## src/rtl/pc_pkg.sv

```systemverilog
// Shared types and default vectors for the fetch-stage PC generator.
package pc_pkg;

    typedef enum logic [1:0] {
        BOOT = 2'd0,
        RUN  = 2'd1,
        HALT = 2'd2
    } pc_state_e;

    typedef enum logic [2:0] {
        SEL_EXC  = 3'd0,
        SEL_ERET = 3'd1,
        SEL_JMP  = 3'd2,
        SEL_BR   = 3'd3,
        SEL_SEQ  = 3'd4,
        SEL_HOLD = 3'd5
    } pc_sel_e;

    localparam logic [31:0] PC_RESET_VEC_DEF = 32'h0000_0000;
    localparam logic [31:0] PC_EXC_VEC_DEF   = 32'h0000_0080;

    function automatic logic sel_is_redirect(input pc_sel_e sel);
        return (sel == SEL_EXC) || (sel == SEL_ERET) || (sel == SEL_JMP) || (sel == SEL_BR);
    endfunction

endpackage

```

## src/rtl/pc_next_sel.sv

```systemverilog
// Combinational next-PC priority encoder and mux.
// PC_ALIGN_CHECK_EN: misaligned eret/jump/branch targets are converted to exceptions.
module pc_next_sel
    import pc_pkg::*;
#(
    parameter int unsigned     PC_W    = 32,
    parameter logic [PC_W-1:0] EXC_VEC = PC_W'(PC_EXC_VEC_DEF),
    parameter int unsigned     STEP    = 4
) (
    input  pc_state_e         state_i,
    input  logic [PC_W-1:0]   pc_i,
    input  logic [PC_W-1:0]   epc_i,
    input  logic              write_in,
    input  logic              branch_taken,
    input  logic [PC_W-1:0]   branch_target,
    input  logic              jump_in,
    input  logic [PC_W-1:0]   jump_target,
    input  logic              exc_in,
    input  logic              eret_in,
    input  logic              halt_in,
    output pc_sel_e           sel_o,
    output logic [PC_W-1:0]   pc_next_o,
    output logic [PC_W-1:0]   epc_val_o,
    output logic              misalign_o
);

    logic [PC_W-1:0] tgt;
    logic            tgt_vld;
    pc_sel_e         tgt_sel;

    always_comb begin
        tgt     = '0;
        tgt_vld = 1'b0;
        tgt_sel = SEL_HOLD;
        if (eret_in) begin
            tgt = epc_i; tgt_vld = 1'b1; tgt_sel = SEL_ERET;
        end else if (jump_in) begin
            tgt = jump_target; tgt_vld = 1'b1; tgt_sel = SEL_JMP;
        end else if (branch_taken) begin
            tgt = branch_target; tgt_vld = 1'b1; tgt_sel = SEL_BR;
        end
    end

    always_comb begin
        sel_o      = SEL_HOLD;
        pc_next_o  = pc_i;
        epc_val_o  = pc_i;
        misalign_o = 1'b0;
        unique case (state_i)
            RUN: begin
                // halt outranks every redirect except an exception
                if (exc_in) begin
                    sel_o = SEL_EXC; pc_next_o = EXC_VEC;
                end else if (halt_in) begin
                    sel_o = SEL_HOLD;
                end else if (tgt_vld) begin
`ifdef PC_ALIGN_CHECK_EN
                    if (tgt[1:0] != 2'b00) begin
                        sel_o = SEL_EXC; pc_next_o = EXC_VEC;
                        epc_val_o = tgt; misalign_o = 1'b1;
                    end else begin
                        sel_o = tgt_sel; pc_next_o = tgt;
                    end
`else
                    sel_o = tgt_sel; pc_next_o = tgt;
`endif
                end else if (write_in) begin
                    sel_o = SEL_SEQ; pc_next_o = pc_i + PC_W'(STEP);
                end
            end
            HALT: begin
                if (exc_in) begin
                    sel_o = SEL_EXC; pc_next_o = EXC_VEC;
                end
            end
            default: ;
        endcase
    end

endmodule

```

## src/rtl/pc_gen.sv

```systemverilog
// Fetch-stage program-counter generator: BOOT/RUN/HALT FSM, PC, EPC, redirect pulses.
// PC_ALIGN_CHECK_EN: enables misaligned-target trapping (misalign_out otherwise stays 0).
module pc_gen
    import pc_pkg::*;
#(
    parameter int unsigned     PC_W      = 32,
    parameter logic [PC_W-1:0] RESET_VEC = PC_W'(PC_RESET_VEC_DEF),
    parameter logic [PC_W-1:0] EXC_VEC   = PC_W'(PC_EXC_VEC_DEF),
    parameter int unsigned     STEP      = 4
) (
    input  logic              clk,
    input  logic              rst,
    input  logic              write_in,
    input  logic              branch_taken,
    input  logic [PC_W-1:0]   branch_target,
    input  logic              jump_in,
    input  logic [PC_W-1:0]   jump_target,
    input  logic              exc_in,
    input  logic              eret_in,
    input  logic              halt_in,
    output logic [PC_W-1:0]   PC_out,
    output logic [PC_W-1:0]   PC_plus_out,
    output logic [PC_W-1:0]   epc_out,
    output logic              pc_valid_out,
    output logic              redirect_out,
    output logic              misalign_out
);

    pc_state_e       state_q, state_d;
    logic [PC_W-1:0] pc_q, pc_d;
    logic [PC_W-1:0] epc_q, epc_d;
    logic            valid_q, valid_d;
    logic            redirect_q, redirect_d;
    logic            misalign_q, misalign_d;

    pc_sel_e         sel;
    logic [PC_W-1:0] pc_next;
    logic [PC_W-1:0] epc_val;
    logic            misalign;

    pc_next_sel #(
        .PC_W    (PC_W),
        .EXC_VEC (EXC_VEC),
        .STEP    (STEP)
    ) u_next_sel (
        .state_i       (state_q),
        .pc_i          (pc_q),
        .epc_i         (epc_q),
        .write_in      (write_in),
        .branch_taken  (branch_taken),
        .branch_target (branch_target),
        .jump_in       (jump_in),
        .jump_target   (jump_target),
        .exc_in        (exc_in),
        .eret_in       (eret_in),
        .halt_in       (halt_in),
        .sel_o         (sel),
        .pc_next_o     (pc_next),
        .epc_val_o     (epc_val),
        .misalign_o    (misalign)
    );

    always_comb begin
        state_d = state_q;
        unique case (state_q)
            BOOT: state_d = RUN;
            RUN:  if (sel != SEL_EXC && halt_in) state_d = HALT;
            HALT: if (sel == SEL_EXC) state_d = RUN;
            default: state_d = BOOT;
        endcase
        pc_d       = pc_next;
        epc_d      = (sel == SEL_EXC) ? epc_val : epc_q;
        valid_d    = (state_d == RUN);
        redirect_d = sel_is_redirect(sel);
        misalign_d = misalign;
    end

    always_ff @(posedge clk or posedge rst) begin
        if (rst) begin
            state_q    <= BOOT;
            pc_q       <= RESET_VEC;
            epc_q      <= '0;
            valid_q    <= 1'b0;
            redirect_q <= 1'b0;
            misalign_q <= 1'b0;
        end else begin
            state_q    <= state_d;
            pc_q       <= pc_d;
            epc_q      <= epc_d;
            valid_q    <= valid_d;
            redirect_q <= redirect_d;
            misalign_q <= misalign_d;
        end
    end

    assign PC_out       = pc_q;
    assign PC_plus_out  = pc_q + PC_W'(STEP);
    assign epc_out      = epc_q;
    assign pc_valid_out = valid_q;
    assign redirect_out = redirect_q;
    assign misalign_out = misalign_q;

endmodule

```

## config.mk

```make
export PLATFORM = sky130hd
export DESIGN_NAME = pc_gen
export DESIGN_NICKNAME = d
export VERILOG_FILES = /design/src/rtl/pc_pkg.sv /design/src/rtl/pc_next_sel.sv /design/src/rtl/pc_gen.sv
export SDC_FILE = /design/constraint.sdc
export NUM_CORES = 1
export LEC_CHECK = 0
export BUFFER_PORTS_ARGS = -buffer_cell sky130_fd_sc_hd__buf_2
export CAP_MARGIN = 10
export CORE_UTILIZATION = 35
export DETAILED_ROUTE_END_ITERATION = 8
export GPL_ROUTABILITY_DRIVEN = 0
export PLACE_DENSITY = 0.71
export SETUP_SLACK_MARGIN = 0.1
export SLEW_MARGIN = 0
export SYNTH_ARGS = -nofsm -noshare
export SYNTH_HDL_FRONTEND = slang
export SYNTH_SLANG_ARGS = --single-unit
```

## constraint.sdc

```tcl
create_clock -name clk -period 2.7 [get_ports clk]
set_input_delay 0.54 -clock clk [delete_from_list [all_inputs] [get_ports clk]]
set_output_delay 0.54 -clock clk [all_outputs]
set_load 0.05 [all_outputs]
```

==> Word level (Yosys, flattened, before mapping) <==
Cells that the tools add are included.
{ "word_totals": {"ff_bits": 68, "input_bits": 72} }
{ "classes": {"addsub": 1, "eq_ne": 9, "muxes": 24, "n_reduce_logical": 9} }
{ "ops": {"columns": ["op", "n"], "rows": [
  ["$mux 32", 8],
  ["$pmux 32 s2", 1],
  ["$add 32x3->32 const B", 1],
  ["$mux 3", 7],
  ["$eq 3x2->1 const B", 2],
  ["$pmux 2 s3", 1],
  ["$pmux 3 s2", 1],
  ["$eq 2x1->1 const B", 2],
  ["$mux 1", 4],
  ["$mux 2", 2],
  ["$ne 4x3->1 const B", 1],
  ["$reduce_and 4->1", 1],
  ["$eq 3x1->1 const B", 1],
  ["$logic_not 3->1", 1],
  ["$logic_or 1x1->1", 3],
  ["$ne 3x3->1 const B", 1],
  ["$reduce_bool 3->1", 1],
  ["$eq 2x2->1 const B", 1],
  ["$logic_not 2->1", 1],
  ["$ne 2x2->1 const B", 1],
  ["$reduce_bool 2->1", 1],
  ["$logic_and 1x1->1", 1]
]} }

==> Logic depth before layout (Yosys ltp) <==
Gate-level depths: netlist (run 1).
{ "depth": {"word_depth": 12, "mapped_depth": 10} }

==> Cells and area by module <==
Synthesis (run 1) repeated with hierarchy kept, for this count alone.
{ "unflattened": {"hier_cells": 584, "hier_area_um2": 5076.1} }
{ "by_module_without_submodules": {"columns": ["mod", "n_inst", "cells_per_inst", "area_per_inst_um2", "seq_area_each_um2"], "rows": [
  ["pc_gen", 1, 200, 2802.7, 1726.7],
  ["pc_next_sel", 1, 384, 2273.4, 0.0]
]} }

==> Least setup slack after synthesis (run 1) <==
No wires, ideal clock.
{ "synth_timing": {"kind": "register -> output", "start": "reg pc_q[3], in the netlist PC_out[3]", "end": "out PC_plus_out[28]", "arrival_time_ns": 3.027, "required_time_ns": 2.160, "setup_slack_ns": -0.867, "path_stages_with_launch": 8, "path_buffers": 2, "cell_sequence": "dfrtp_1 ha_1 buf_4 inv_1 or4_4 buf_6 or4_4 xnor2_1"} }
{ "synth_between": {"elab_chain_cells": 1} }
{ "synth_lines": {"columns": ["item", "line", "rtl"], "rows": [
  ["start, declared", "pc_gen.sv:30", "logic [PC_W-1:0] pc_q, pc_d;"],
  ["start signal, assigned", "pc_gen.sv:88", "pc_q <= pc_d;"],
  ["$add 32x3->32", "pc_gen.sv:97", "assign PC_plus_out = pc_q + PC_W'(STEP);"],
  ["end, declared", "pc_gen.sv:22", "output logic [PC_W-1:0] PC_plus_out,"]
]} }
Every way passes these cells.

==> Final worst setup path (run 1) <==
{ "layout_timing": {"start": "reg pc_q[2], in the netlist PC_out[2]", "end": "out PC_plus_out[28]"} }
Same word-level chain as after synthesis.

==> impl_metrics.py, run 1 <==
metrics = {
    "worst_setup_path": {
        "timing_worst_setup_path_type": "reg2out",
        "crit_end_category": "output pin",
        "critical_path_required_ns": 2.16,
        "cp.arrival_ns": 2.24,
        "critical_path_start_type": "flop",
        "critical_path_peak_fanout": 3,
    },
    "clock_tree": {
        "clk_transition_reported_paths_ns": 0.06,
        "tritoncts": "built",
        "cts_buffer_depth": 2,
        "clock_latency_ns": 0.34,
        "numCtsBuffers": 9,
        "htreeDepth": 3,
        "holdBufCountCts": 0,
        "clk_root_buffer_cell": "sky130_fd_sc_hd__clkbuf_16",
        "numClockSinks": 68,
    },
    "global_route": {
        "groute.layer.met3.usage_pct": 5.59,
        "grt_start_max_net_pins": 32,
        "antenna_violations_before_repair": 0,
        "grt_pass1_wl_um": 23800,
        "grtUsageMet2_pct": 40.4,
        "grtUsageTotal_pct": 23.5,
        "use_met1_pct": 29.1,
        "first_global_vias": 4503,
        "overflow": 0,
        "grt-busiest-layer": "met2",
    },
    "final_layout": {
        "antennaDiodeCount": 0,
        "final.fill_count": 1078,
        "final_area_mm2": 0.00671,
        "multi_input_comb_area_mm2": 0.00287,
        "layout-area-overhead-vs-synth_pct": 49.7,
        "layout.core_utilization_pct": 54.7,
        "regArea_mm2": 0.00173,
        "proportion_of_layout_cells_with_a_drive_suffix_above_1_pct": 50.2,
        "num-nets-final": 793,
    },
    "synthesis": {
        "synthesis.area_per_instance_um2": 8.77,
        "dominantRegCellSynth": "sky130_fd_sc_hd__dfrtp_1",
        "synth-seq-area-share_pct": 38.0,
        "yosys_register_bits": 68,
        "postSynth.asyncResetShare_pct": 100,
        "yosysTopAreaCellShare_pct": 38.0,
        "yosysTopAreaCell": "sky130_fd_sc_hd__dfrtp_1",
        "yosys_warnings": 0,
        "netlist_area_before_placement_mm2": 0.00448,
        "syn-instance-count": 511,
        "synthesis.nets": 588,
        "yosys-top-cells-area": "sky130_fd_sc_hd__dfrtp_1 38%, sky130_fd_sc_hd__nand2_1 6.9%, sky130_fd_sc_hd__mux2_2 6.0%",
        "number_of_enable_type_register_cells_in_the_synthesized_netlist": 0,
        "synth.lib_cells_used.distinct": 62,
        "post-synth-top-count-cell": "sky130_fd_sc_hd__nand2_1",
        "most_frequent_cells_after_synthesis": "82 x sky130_fd_sc_hd__nand2_1, 68 x sky130_fd_sc_hd__dfrtp_1, 47 x sky130_fd_sc_hd__o21ai_0",
    },
    "routing": {
        "routed_wire_length_per_instance_um": 17.5,
        "drt_first_pass_iters": 5,
        "drt_first_iter_violations": 331,
        "wl_um": 15500,
        "post_drt_via_cell_ratio": 5.36,
        "number_of_nets_with_antenna_violations_after_detailed_routing": 0,
        "drcViolationCount": 0,
        "vias": 4769,
    },
    "timing": {
        "slew_at_the_pin_closest_to_its_max_slew_limit_ns": 0.644,
        "grt_setup_unrepaired": "yes",
        "slew-limit-headroom_pct": 57.0,
        "fin_tns_setup_ns": -0.146,
        "total_of_endpoints_with_negative_setup_slack_in_the_final_report": 3,
        "report.final.hold_viol_count": 0,
        "timing.final.crit_period_ns": 2.78,
        "drv_slew": 0,
        "finalClockSkew_ns": 0.00715,
        "layout_setup_ws_ns": -0.0827,
        "timing.final.crit_share_pct": 103,
        "achievable-frequency_mhz": 359,
    },
    "placed_design": {
        "dp_area_mm2": 0.00593,
        "buffer_ports.inserted": 169,
        "detailed_place_hpwl_um": 11100,
        "dp_worst_setup_slack_ns": 0.0939,
    },
    "die": {
        "die_h_um": 115,
        "fp.coreArea_mm2": 0.0123,
        "initial_core_utilization_pct": 36.6,
        "placement_rows": 40,
        "die_area_mm2": 0.0133,
        "floorplan.io_pins": 171,
        "overall_die_width_um": 115,
    },
    "hold_path": {
        "min_path_type": "in2async",
    },
    "power_and_ir_drop": {
        "p_leak_nw": 3.24,
        "power-per-cell-area_mw_per_mm2": 1200,
        "worst_ir_drop_vdd_uv": 685,
    },
    "job": {
        "drv.max_cap_violation_count": 0,
    },
    "outcome": {
        "run_status": "finished with violations",
        "violations": "negative setup slack",
    },
}
-- area by class of cell --
cell class / count / area share, %
Clock buffer: 9 / 3.36
Clock inverter: 7 / 1.36
Inverter: 17 / 0.951
Multi-Input combinational cell: 379 / 42.8
Sequential cell: 68 / 25.7
Tap cell: 168 / 3.13
Timing Repair Buffer: 241 / 22.7
-- critical path: stages, from the launching register on --
cell and delay [ns]:
sky130_fd_sc_hd__dfrtp_2 0.39, sky130_fd_sc_hd__ha_4 0.14, sky130_fd_sc_hd__inv_2 0.03, sky130_fd_sc_hd__or4_4 0.53, sky130_fd_sc_hd__or4_4 0.49, sky130_fd_sc_hd__xnor2_4 0.15, sky130_fd_sc_hd__buf_6 0.17
-- where the power goes --
part	leakage, nW	switching [mW]	internal [mW]
logic	2.21	3.41	1.50
clock network	0.155	0.467	0.805
registers	0.876	0.399	1.43
-- state kept, by name, indices dropped and copies added (netlist names) --
signal	count
pc_valid_out	1
PC_out	32
state_q	2
redirect_out	1
epc_out	32
-- per-layer routing --
metal  vias to the layer above  wire length, um  part of all wire (%)
met2                       167             7750                    50
met4                         0              234                   1.5
met3                        20              865                   5.6
met1                      2306             6690                    43
met5                         -                0                     0
li1                       2276                -                     -
-- path summary, 6_finish.rpt --
| path | from | endpoint | slack (ns) | cells past startpoint |
|---|---|---|---|---|
| min in group clk | epc_out[2] | epc_out[2] | 0.52 | 2 |
| worst min register to register | epc_out[2] | epc_out[2] | 0.52 | 2 |
| max in group asynchronous | rst | PC_out[17] | 1.78 | 3 |
| worst max-delay path | PC_out[2] | PC_plus_out[28] | -0.08 | 6 |
| worst min-delay path | rst | epc_out[4] | 0.28 | 2 |
| worst max register to register | state_q[0] | PC_out[18] | 0.32 | 7 |
-- cells by family after synthesis --
group | Yosys count | synth area share [%]
AOI/OAI and AO/OA | 150 | 22.4
other | 1 | 0.0837
buffers and inverters | 64 | 7.65
xor gates and xnor gates | 25 | 4.89
and+or+nand+nor | 174 | 19.6
muxes | 24 | 6.03
adders and majority gates | 5 | 1.40
DFF | 68 | 38.0
-- repair_timing --
item / CTS / global route
setup buffers: 10 / 17
pin swaps: 8 / 12
resized for setup: 31 / 41
setup endpoints to repair: 20 / 20
-- layout by cell type, fill, tap and decap left out, types with 4 or more instances in the layout --
master / instances
sky130_fd_sc_hd__buf_2: 150
sky130_fd_sc_hd__clkbuf_16: 9
sky130_fd_sc_hd__xnor2_4: 5
sky130_fd_sc_hd__nor3_2: 4
sky130_fd_sc_hd__o211ai_1: 5
sky130_fd_sc_hd__ha_1: 4
sky130_fd_sc_hd__o2111ai_1: 6
sky130_fd_sc_hd__o31ai_1: 4
sky130_fd_sc_hd__mux2_2: 24
sky130_fd_sc_hd__or2_2: 4
sky130_fd_sc_hd__a21bo_2: 4
sky130_fd_sc_hd__o22ai_1: 27
sky130_fd_sc_hd__buf_4: 70
sky130_fd_sc_hd__a31oi_1: 4
sky130_fd_sc_hd__or4_4: 4
sky130_fd_sc_hd__nor4_4: 4
sky130_fd_sc_hd__nor2_4: 5
sky130_fd_sc_hd__dfrtp_2: 20
sky130_fd_sc_hd__buf_6: 18
sky130_fd_sc_hd__a21oi_1: 10
sky130_fd_sc_hd__o21ai_0: 46
sky130_fd_sc_hd__nand2_1: 80
sky130_fd_sc_hd__nand3_1: 20
sky130_fd_sc_hd__nor2_1: 13
sky130_fd_sc_hd__dfrtp_1: 48
sky130_fd_sc_hd__o2bb2ai_1: 4
sky130_fd_sc_hd__xnor2_1: 4
sky130_fd_sc_hd__nand4_1: 8
sky130_fd_sc_hd__o221ai_1: 6
sky130_fd_sc_hd__inv_1: 15
sky130_fd_sc_hd__o21a_1: 6
sky130_fd_sc_hd__xnor2_2: 8
-- per-stage QoR --
step | cells | hold WS (ns) | total power, mW
2_1_floorplan | 511 | 0.590 | 5.37
3_3_place_gp | 846 | 0.490 | 6.43
3_5_place_dp | 846 | 0.506 | 6.52
4_1_cts | 872 | 0.288 | 7.92
5_1_grt | 889 | 0.337 | 8.41
6_report | 889 | 0.284 | 8.02
Note: power is estimated with default switching activity, not from simulation.
==> run 2, diff against run 1 <==
Settings changed: MAX_ROUTING_LAYER from default to met4.
==> run 2 against run 1 <==
  * The flow still finishes with violations (negative setup slack)
  * First-iteration DRC count up 2.1%
  * Worst setup slack worse by 0.012 ns
  * Maximum frequency down 0.43%
  * Flip-flop and latch count unchanged
  * Count of clock-buffer cells in the layout unchanged
  * Clock power about the same
  * Core utilization down 0.16 points
==> impl_metrics.py, run 2 (synthesis results as in run 1) <==
metrics = {
    "routing": {
        "number_of_nets_with_antenna_violations_after_detailed_routing": 0,
        "post_drt_via_cell_ratio": 5.40,
        "wl_um": 15400,
        "vias": 4794,
        "drt_first_pass_iters": 5,
        "drt_first_iter_violations": 338,
        "drcViolationCount": 0,
        "routed_wire_length_per_instance_um": 17.4,
    },
    "worst_setup_path": {
        "crit_end_category": "output pin",
        "critical_path.slowest_cell": "sky130_fd_sc_hd__or4_4",
        "timing_worst_setup_path_type": "reg2out",
        "critical_path_peak_fanout": 3,
        "critical_path_required_ns": 2.16,
        "cp.arrival_ns": 2.25,
        "timing.critical_path.cells": "ha_4 -> inv_2 -> or4_4 -> or4_4 -> xnor2_4 -> buf_6",
        "critical_path_start_type": "flop",
        "worstReg2RegStart": "state_q[0]",
        "r2r_setup_slack_ns": 0.31,
        "crit_start": "PC_out[2]",
        "cp_peak_stage_delay_ns": 0.54,
        "crit_reg_reg_endpoint": "PC_out[18]",
        "worst_r2r_path_depth": 7,
        "path_common_cell": "sky130_fd_sc_hd__or4_4",
    },
    "outcome": {
        "run_status": "finished with violations",
        "violations": "negative setup slack",
    },
    "timing": {
        "report.final.hold_viol_count": 0,
        "slew_at_the_pin_closest_to_its_max_slew_limit_ns": 0.653,
        "total_of_endpoints_with_negative_setup_slack_in_the_final_report": 2,
        "fin_tns_setup_ns": -0.122,
        "drv_slew": 0,
        "achievable-frequency_mhz": 358,
        "layout_setup_ws_ns": -0.0946,
        "timing.final.crit_period_ns": 2.79,
        "hold_slack_ns": 0.285,
        "finalClockSkew_ns": 0.00756,
        "timing.final.crit_share_pct": 104,
        "slew-limit-headroom_pct": 56.4,
        "grt_setup_unrepaired": "yes",
    },
    "power_and_ir_drop": {
        "p_leak_nw": 3.25,
        "power-per-cell-area_mw_per_mm2": 1190,
        "worst_ir_drop_vdd_uv": 686,
    },
    "die": {
        "placement_rows": 40,
        "die_area_mm2": 0.0133,
        "fp.coreArea_mm2": 0.0123,
        "initial_core_utilization_pct": 36.6,
        "floorplan.io_pins": 171,
        "die_h_um": 115,
        "overall_die_width_um": 115,
    },
    "clock_tree": {
        "clk_transition_reported_paths_ns": 0.06,
        "numClockSinks": 68,
        "tritoncts": "built",
        "numCtsBuffers": 9,
        "clock_latency_ns": 0.34,
        "clk_root_buffer_cell": "sky130_fd_sc_hd__clkbuf_16",
        "holdBufCountCts": 0,
        "cts_buffer_depth": 2,
        "htreeDepth": 3,
    },
    "final_layout": {
        "layout.core_utilization_pct": 54.6,
        "final_area_mm2": 0.00669,
        "num-nets-final": 791,
        "layout-area-overhead-vs-synth_pct": 49.3,
        "proportion_of_layout_cells_with_a_drive_suffix_above_1_pct": 50.3,
        "mostFrequentLayoutCells": "151 x sky130_fd_sc_hd__buf_2, 79 x sky130_fd_sc_hd__nand2_1, 67 x sky130_fd_sc_hd__buf_4",
        "final_common_cell": "sky130_fd_sc_hd__buf_2",
        "antennaDiodeCount": 0,
    },
    "global_route": {
        "overflow": 0,
        "grt_start_max_net_pins": 32,
        "grtUsageTotal_pct": 24.2,
        "grt_pass1_wl_um": 23800,
        "antenna_violations_before_repair": 0,
        "first_global_vias": 4500,
    },
    "placed_design": {
        "detailed_place_hpwl_um": 11100,
        "buffer_ports.inserted": 169,
        "dp_worst_setup_slack_ns": 0.0939,
        "dp_area_mm2": 0.00593,
    },
    "job": {
        "drv.max_cap_violation_count": 0,
    },
    "hold_path": {
        "min_path_type": "in2async",
    },
}
-- run 2: layout make-up --
type,instances,area (um2)
multi-input combinational,379,2880
sequential,68,1730
inverter,17,63.8
clock buffer,9,225
tap,168,210
timing repair buffer,239,1500
clock inverter,7,91.3
fill,1075,5570
-- run 2: critical path: cells and delay by family, from the launching register on --
family	cells	cell delay, ns
AND/OR/NAND/NOR	2	1.03
adder cells (fa/ha/maj)	1	0.14
flip-flops	1	0.38
XOR/XNOR	1	0.15
buffers and inverters	2	0.20
-- run 2: repair_timing --
item	4_1_cts	5_1_grt
hold endpoints to repair	0	0
setup buffers	10	16
pin swaps	8	15
gates resized for setup	31	41
setup endpoints to repair	20	20
-- run 2: how the worst max path moves through the flow --
stage	cells past startpoint	to	slack (ns)
after global placement	6	PC_plus_out[28]	0.15
after global routing	6	PC_plus_out[28]	-0.14
after floorplan	7	PC_plus_out[28]	-0.21
final	6	PC_plus_out[28]	-0.09
after detailed placement	6	PC_plus_out[31]	0.09
after CTS	7	PC_plus_out[31]	-0.13
-- run 2: routing by layer --
layer  global-route usage, %  routed length, um
met1                    29.4               6580
met2                    40.3               7680
met3                    5.32                903
met4                    6.93                272
met5                       -                  0
-- run 2: power breakdown --
group / internal (mW) / total (mW) / switching (mW)
sequential: 1.43 / 1.83 / 0.400
combinational: 1.49 / 4.89 / 3.40
clock: 0.805 / 1.27 / 0.466
-- run 2: stage by stage --
step	total power [mW]	instances
5_1_grt	8.38	887
6_report	7.99	887
2_1_floorplan	5.37	511
3_3_place_gp	6.43	846
3_5_place_dp	6.52	846
4_1_cts	7.92	872
